`src/rtl/sdf_r2_stage.sv`:
```
// sdf_r2_stage: radix-2 DIF single-path delay-feedback FFT stage with ready/valid stall and self-timed drain.
// Optional define SDF_ROUND_EN: round-half-up on twiddle products (default: arithmetic-shift truncation).
module sdf_r2_stage #(
  parameter int DEPTH = 8,
  parameter int DW    = 14,
  parameter int TW    = 8
) (
  input  logic          clk,
  input  logic          rst,
  input  logic          valid_i,
  output logic          ready_o,
  input  logic [DW-1:0] data_in_r,
  input  logic [DW-1:0] data_in_i,
  output logic          valid_o,
  output logic [DW:0]   data_out_r,
  output logic [DW:0]   data_out_i
);

  localparam int KW = $clog2(DEPTH);
  localparam int CW = KW + 1;
  localparam int PW = DW + TW + 2;
  localparam logic [KW-1:0] KMAX = KW'(DEPTH - 1);
  localparam real PI = 3.14159265358979323846;
  localparam real SC = 2.0 ** (TW - 2);
`ifdef SDF_ROUND_EN
  localparam logic signed [PW-1:0] RND = PW'(1) << (TW - 3);
`else
  localparam logic signed [PW-1:0] RND = '0;
`endif

  function automatic int rnd(input real x);
    return (x >= 0.0) ? $rtoi(x + 0.5) : -$rtoi(0.5 - x);
  endfunction

  // twiddle ROM W_{2*DEPTH}^k = cos - j*sin, scaled by 2^(TW-2)
  logic [DEPTH-1:0][TW-1:0] rom_r, rom_i;
  for (genvar g = 0; g < DEPTH; g++) begin : g_rom
    localparam int CR = rnd($cos(PI * g / DEPTH) * SC);
    localparam int CI = rnd(-$sin(PI * g / DEPTH) * SC);
    assign rom_r[g] = TW'(CR);
    assign rom_i[g] = TW'(CI);
  end

  typedef enum logic [1:0] {S_FILL, S_BFLY, S_DRAIN} state_t;
  state_t        state;
  logic [CW-1:0] cnt;
  logic [KW-1:0] dcnt;
  logic          pend, ready;

  logic                 adv1, bf1, em1;
  logic [KW-1:0]        k1;
  logic signed [DW-1:0] x1r, x1i;

  always_ff @(posedge clk) begin
    if (rst) begin
      state <= S_FILL;
      cnt   <= '0;
      dcnt  <= '0;
      pend  <= 1'b0;
      ready <= 1'b1;
      adv1  <= 1'b0;
      bf1   <= 1'b0;
      em1   <= 1'b0;
      k1    <= '0;
      x1r   <= '0;
      x1i   <= '0;
    end else begin
      adv1 <= 1'b0;
      case (state)
        S_FILL: begin
          if (valid_i) begin
            adv1 <= 1'b1;
            bf1  <= 1'b0;
            em1  <= pend;
            k1   <= cnt[KW-1:0];
            x1r  <= data_in_r;
            x1i  <= data_in_i;
            cnt  <= cnt + 1'b1;
            if (cnt[KW-1:0] == KMAX) begin
              state <= S_BFLY;
              pend  <= 1'b0;
            end
          end else if (pend && cnt == '0) begin
            // first drain step happens on the entry edge so output stays contiguous
            adv1  <= 1'b1;
            bf1   <= 1'b0;
            em1   <= 1'b1;
            k1    <= '0;
            x1r   <= '0;
            x1i   <= '0;
            dcnt  <= KW'(1);
            ready <= 1'b0;
            state <= S_DRAIN;
          end
        end
        S_BFLY: begin
          if (valid_i) begin
            adv1 <= 1'b1;
            bf1  <= 1'b1;
            em1  <= 1'b1;
            k1   <= cnt[KW-1:0];
            x1r  <= data_in_r;
            x1i  <= data_in_i;
            cnt  <= cnt + 1'b1;
            if (cnt[KW-1:0] == KMAX) begin
              state <= S_FILL;
              pend  <= 1'b1;
            end
          end
        end
        S_DRAIN: begin
          if (dcnt != '0) begin
            adv1 <= 1'b1;
            bf1  <= 1'b0;
            em1  <= 1'b1;
            k1   <= dcnt;
            x1r  <= '0;
            x1i  <= '0;
            dcnt <= dcnt + 1'b1;
          end else begin
            state <= S_FILL;
            pend  <= 1'b0;
            ready <= 1'b1;
          end
        end
        default: state <= S_FILL;
      endcase
    end
  end

  assign ready_o = ready;

  // delay line holds fill inputs, then butterfly differences
  logic signed [DW:0] dl_r [DEPTH];
  logic signed [DW:0] dl_i [DEPTH];
  logic signed [DW:0] a_r, a_i, b_r, b_i;
  assign a_r = dl_r[DEPTH-1];
  assign a_i = dl_i[DEPTH-1];
  assign b_r = (DW+1)'(x1r);
  assign b_i = (DW+1)'(x1i);

  always_ff @(posedge clk) begin
    if (adv1) begin
      dl_r[0] <= bf1 ? a_r - b_r : b_r;
      dl_i[0] <= bf1 ? a_i - b_i : b_i;
      for (int j = 1; j < DEPTH; j++) begin
        dl_r[j] <= dl_r[j-1];
        dl_i[j] <= dl_i[j-1];
      end
    end
  end

  logic [3:1]         vld_pipe;
  logic               tw2, tw3;
  logic [KW-1:0]      k2;
  logic signed [DW:0] v2r, v2i, s3r, s3i;
  logic signed [PW-1:0] p3r, p3i;

  logic signed [TW-1:0] wr, wi;
  logic signed [PW-1:0] ar_x, ai_x, wr_x, wi_x, mr, mi, rr, ri;
  assign wr   = rom_r[k2];
  assign wi   = rom_i[k2];
  assign ar_x = PW'(v2r);
  assign ai_x = PW'(v2i);
  assign wr_x = PW'(wr);
  assign wi_x = PW'(wi);
  assign mr   = ar_x * wr_x - ai_x * wi_x;
  assign mi   = ar_x * wi_x + ai_x * wr_x;
  assign rr   = p3r + RND;
  assign ri   = p3i + RND;

  logic unused_ok;
  assign unused_ok = ^{rr[PW-1:DW+TW-1], ri[PW-1:DW+TW-1], rr[TW-3:0], ri[TW-3:0]};

  always_ff @(posedge clk) begin
    if (rst) vld_pipe <= '0;
    else     vld_pipe <= {vld_pipe[2:1], adv1 & (bf1 | em1)};
  end

  always_ff @(posedge clk) begin
    if (adv1) begin
      tw2 <= ~bf1;
      k2  <= k1;
      v2r <= bf1 ? a_r + b_r : a_r;
      v2i <= bf1 ? a_i + b_i : a_i;
    end
    tw3 <= tw2;
    s3r <= v2r;
    s3i <= v2i;
    p3r <= mr;
    p3i <= mi;
  end

  always_ff @(posedge clk) begin
    if (rst) begin
      data_out_r <= '0;
      data_out_i <= '0;
    end else if (vld_pipe[2]) begin
      data_out_r <= tw3 ? rr[TW-2 +: DW+1] : s3r;
      data_out_i <= tw3 ? ri[TW-2 +: DW+1] : s3i;
    end
  end

  assign valid_o = vld_pipe[3];

endmodule

```
`config.mk`:
```
export PLATFORM = sky130hd
export DESIGN_NAME = sdf_r2_stage
export DESIGN_NICKNAME = d
export VERILOG_FILES = /design/src/rtl/sdf_r2_stage.sv
export SDC_FILE = /design/constraint.sdc
export NUM_CORES = 2
export LEC_CHECK = 0
export CORE_ASPECT_RATIO = 2
export CORE_MARGIN = 2
export CORE_UTILIZATION = 40
export DETAILED_ROUTE_END_ITERATION = 8
export PLACE_DENSITY = 0.65
export SYNTH_ARGS = -nofsm -noshare
export SYNTH_HDL_FRONTEND = slang
export SYNTH_SLANG_ARGS = --single-unit
```
`constraint.sdc`:
```
create_clock -name clk -period 10.2 [get_ports clk]
set_clock_uncertainty 0.1 [all_clocks]
set_input_delay 1.02 -clock clk [delete_from_list [all_inputs] [get_ports clk]]
set_output_delay 1.02 -clock clk [all_outputs]
set_load 0.1 [all_outputs]
```
==> impl_metrics.ini <==
[outcome]
status = completed

[yosys]
syn_nets = 3583
syn-cell-area_mm2 = 0.0316
ys_seq_area_share_pct = 35.6
syn_avg_cell_area_um2 = 10.8
synth_seq_cells = 426
ys_async_sr_fraction_pct = 0
yosys_warnings = 0
ys_types = 64
syn_inst = 2931
synth_edf_count = 274
ys.flop_type = edfxtp_1

[finish]
multi_input_area_mm2 = 0.0178
fillers = 7262
final_cell_area_mm2 = 0.0346
synthToLayoutAreaGrowth_pct = 9.42
post-route-util_pct = 44.3
drive_above_1_share_pct = 3.55
layout.nets = 3581
finalNonFillerCells = 3988
n_antenna_cell = 0
regArea_mm2 = 0.0113

[global_route]
grt_antenna_before_repair = 1
grt_pass1_wl_um = 116000
grt_max_degree = 150
gr-total-overflow = 0
grtUsageTotal_pct = 18.5
grt_pass1_vias = 22000

[clock_tree]
postCtsSetupBuffers = 0
clock_latency_ns = 0.58
numCtsBuffers = 39
clkSlewWorstSetupHoldPaths_ns = 0.07
cts.htree.levels = 2
cts_tree = yes
cts-resized-gates = 0
root_buffer = clkbuf_16
postCtsHoldBufs = 0
clock_path_buffers = 3
cts_num_sinks = 426

[floorplan]
rows = 145
die-area_mm2 = 0.0815
start_util_pct = 40.5
ios = 63
die_w_um = 203
fp.dieH_um = 402
core-area_mm2 = 0.0782

[power]
irDropWorstVdd_mv = 0.420
powerDensity_mw_per_mm2 = 321
leakage_nw = 15.0
power_mw = 11.1

[route]
vias_per_cell = 4.99
wl_per_cell_um = 18.2
route.detailed.drc = 0
antenna_left = 0
firstDrtPassIters = 5
drt-initial-drc-count = 948
wirelength_um = 72600
vias = 19900

[setup_path]
r2r_setup_slack_ns = 3.40
required_ns = 10.57
critPathArrivalTime_ns = 7.17
cp_max_fo = 18
timing.rr.start = wr[7]$_SDFF_PN0_
reg2reg_to = p3r[20]$_DFF_P_
crit_type = flip-flop to flip-flop
worst-r2r-cell-count = 21
crit_path_start_kind = flip-flop
critPathCaptureType = flip-flop

[min_path]
min_delay_path_depth = 0
holdCritPathClass = flip-flop to flip-flop
hold_path_end = tw3$_DFF_P_
hp-start = tw2$_DFFE_PP_

[timing]
hold_viol = 0
fin_crit_sh_pct = 66.7
tightest_slew_ns = 1.16
setup_viol = 0
drv_slew = 0
tns_ns = 0
slew_headroom_pct = 22.6
rsz0062_at_grt = no
fmax_mhz = 147
period_needed_ns = 6.80

[placed_design]
dp.cells = 3917
hpwl_um = 54800
gp_congestion = 0.902
placed_area_mm2 = 0.0333
place.port_buffers = 62

[run]
drv_cap = 0
## worst max-delay path, stage by stage (launching register included)
cell and delay (ns):
dfxtp_1 0.81, inv_1 0.58, nor2_1 0.25, fa_1 0.44, inv_1 0.08, fa_1 0.43
fa_1 0.51, inv_1 0.05, fa_1 0.49, fa_1 0.50, inv_1 0.05, fa_1 0.47
inv_1 0.04, ha_1 0.31, nor3_1 0.26, nor2_1 0.09, nand3_1 0.10, o21ai_2 0.09
a41o_1 0.28, o22a_1 0.24, and4b_1 0.19, nor4_1 0.30
## layout make-up
class	instances	share of cell area (%)
clock inverters	21	0.871
well taps	1029	3.72
repair buffers	87	2.36
clock buffers	50	3.02
inverters	568	6.16
flip-flops and latches	426	32.6
multi-input cells	1807	51.3
## metal layers
layer  track usage (%)  share of wire (%)  up-vias
met5                 0                  0        -
met4              14.2                8.7        0
met3              1.68                2.6      286
met2              35.4                 55      443
met1              18.0                 34    10000
li1                  -                  -     9172
## through the flow
step | hold WS [ns] | worst slack, ns
6_report | 0.254 | 3.40
3_3_place_gp | 0.229 | 3.64
5_1_grt | 0.269 | 2.98
2_1_floorplan | 0.223 | 2.40
4_1_cts | 0.249 | 3.42
3_5_place_dp | 0.228 | 3.46
## flip-flops by register name (all words and copies together), names as in the netlist, 5 cells and up
signal	count
x1r	14
wr	8
v2i	15
data_out_r	15
s3i	15
s3r	15
x1i	14
p3r	15
v2r	15
dl_r	120
wi	5
p3i	15
data_out_i	15
dl_i	120
## cell usage in the layout, fill, tap and decap left out, types with 6 or more instances in the layout
cell             instances
xor2_1                  21
clkdlybuf4s50_1         61
dfxtp_1                148
nor2_1                 153
clkbuf_1                 8
o21ai_0                 43
nor2b_1                 15
mux2i_1                 50
edfxtp_1               274
buf_4                   25
a31oi_1                  6
nand2_1                261
o21a_1                  12
xnor2_1                 88
ha_1                   199
and2_1                 171
nand2b_1                38
nand3_1                 43
clkbuf_16               39
or3_1                    8
a211oi_1                41
a21oi_1                123
nor3_1                  21
inv_1                  569
a21o_1                  17
fa_1                   422
## worst max path at each step
stage / from / end / slack, ns / depth (start not counted)
3_5_place_dp: wr[7]$_SDFF_PN0_ / p3r[20]$_DFF_P_ / 3.46 / 21
4_1_cts: wr[7]$_SDFF_PN0_ / p3r[20]$_DFF_P_ / 3.42 / 21
6_report: wr[7]$_SDFF_PN0_ / p3r[20]$_DFF_P_ / 3.40 / 21
5_1_grt: wr[7]$_SDFF_PN0_ / p3r[20]$_DFF_P_ / 2.98 / 21
2_1_floorplan: adv1$_SDFF_PP0_ / wr[4]$_DFF_P_ / 2.40 / 6
3_3_place_gp: wr[7]$_SDFF_PN0_ / p3r[20]$_DFF_P_ / 3.64 / 21
## cells by family (layout without fill, tap and decap cells)
family	after synthesis	after routing	synth area share (%)
flip-flops	426	426	35.6
multiplexers	55	55	1.76
buffers and inverters	698	726	8.28
XOR/XNOR	109	109	3.02
AND/OR/NAND/NOR	732	732	11.1
AO/OA/AOI/OAI	290	290	5.67
adder cells (fa/ha/maj)	621	621	34.6
## report_power, final
group	leakage (nW)	internal, mW	switching (mW)
logic	10.5	3.34	4.02
clock network	0.656	0.871	0.696
registers	3.84	2.11	0.0722
total	15.0	6.33	4.79
## cell usage after synthesis (2+ instances only)
| cell | n | area [µm²] |
|---|---|---|
| o21ai_0 | 44 | 220 |
| o21bai_1 | 5 | 37.5 |
| nor2b_1 | 15 | 93.8 |
| dfxtp_1 | 152 | 3040 |
| a31o_2 | 3 | 26.3 |
| o41ai_1 | 2 | 17.5 |
| nand3b_1 | 5 | 37.5 |
| and4_1 | 4 | 35.0 |
| nand2_1 | 261 | 980 |
| and2_1 | 171 | 1070 |
| buf_1 | 9 | 33.8 |
| inv_1 | 568 | 2130 |
| nor4b_1 | 2 | 17.5 |
| mux2_2 | 5 | 56.3 |
| a211oi_1 | 41 | 308 |
| o22ai_1 | 4 | 25.0 |
| nor2_1 | 153 | 574 |
| o211ai_1 | 3 | 22.5 |
| nor3_1 | 21 | 105 |
| o21a_1 | 12 | 90.1 |
| a21o_1 | 17 | 128 |
| clkbuf_1 | 121 | 454 |
| o21ai_1 | 2 | 10.0 |
| nor4_1 | 2 | 12.5 |
| xnor2_1 | 88 | 771 |
| a31oi_1 | 6 | 37.5 |
| xor2_1 | 21 | 184 |
| a22o_1 | 3 | 26.3 |
| a221oi_1 | 2 | 17.5 |
| nand2b_1 | 38 | 238 |
| a21oi_1 | 123 | 616 |
| nand3_1 | 43 | 215 |
| or3_1 | 8 | 50.1 |
| fa_1 | 422 | 8450 |
| ha_1 | 199 | 2490 |
| mux2i_1 | 50 | 500 |
| edfxtp_1 | 274 | 8230 |
| a22oi_1 | 2 | 15.0 |
| a41o_1 | 3 | 30.0 |
| a32oi_1 | 3 | 26.3 |
Power figures use the tool's default switching activity.
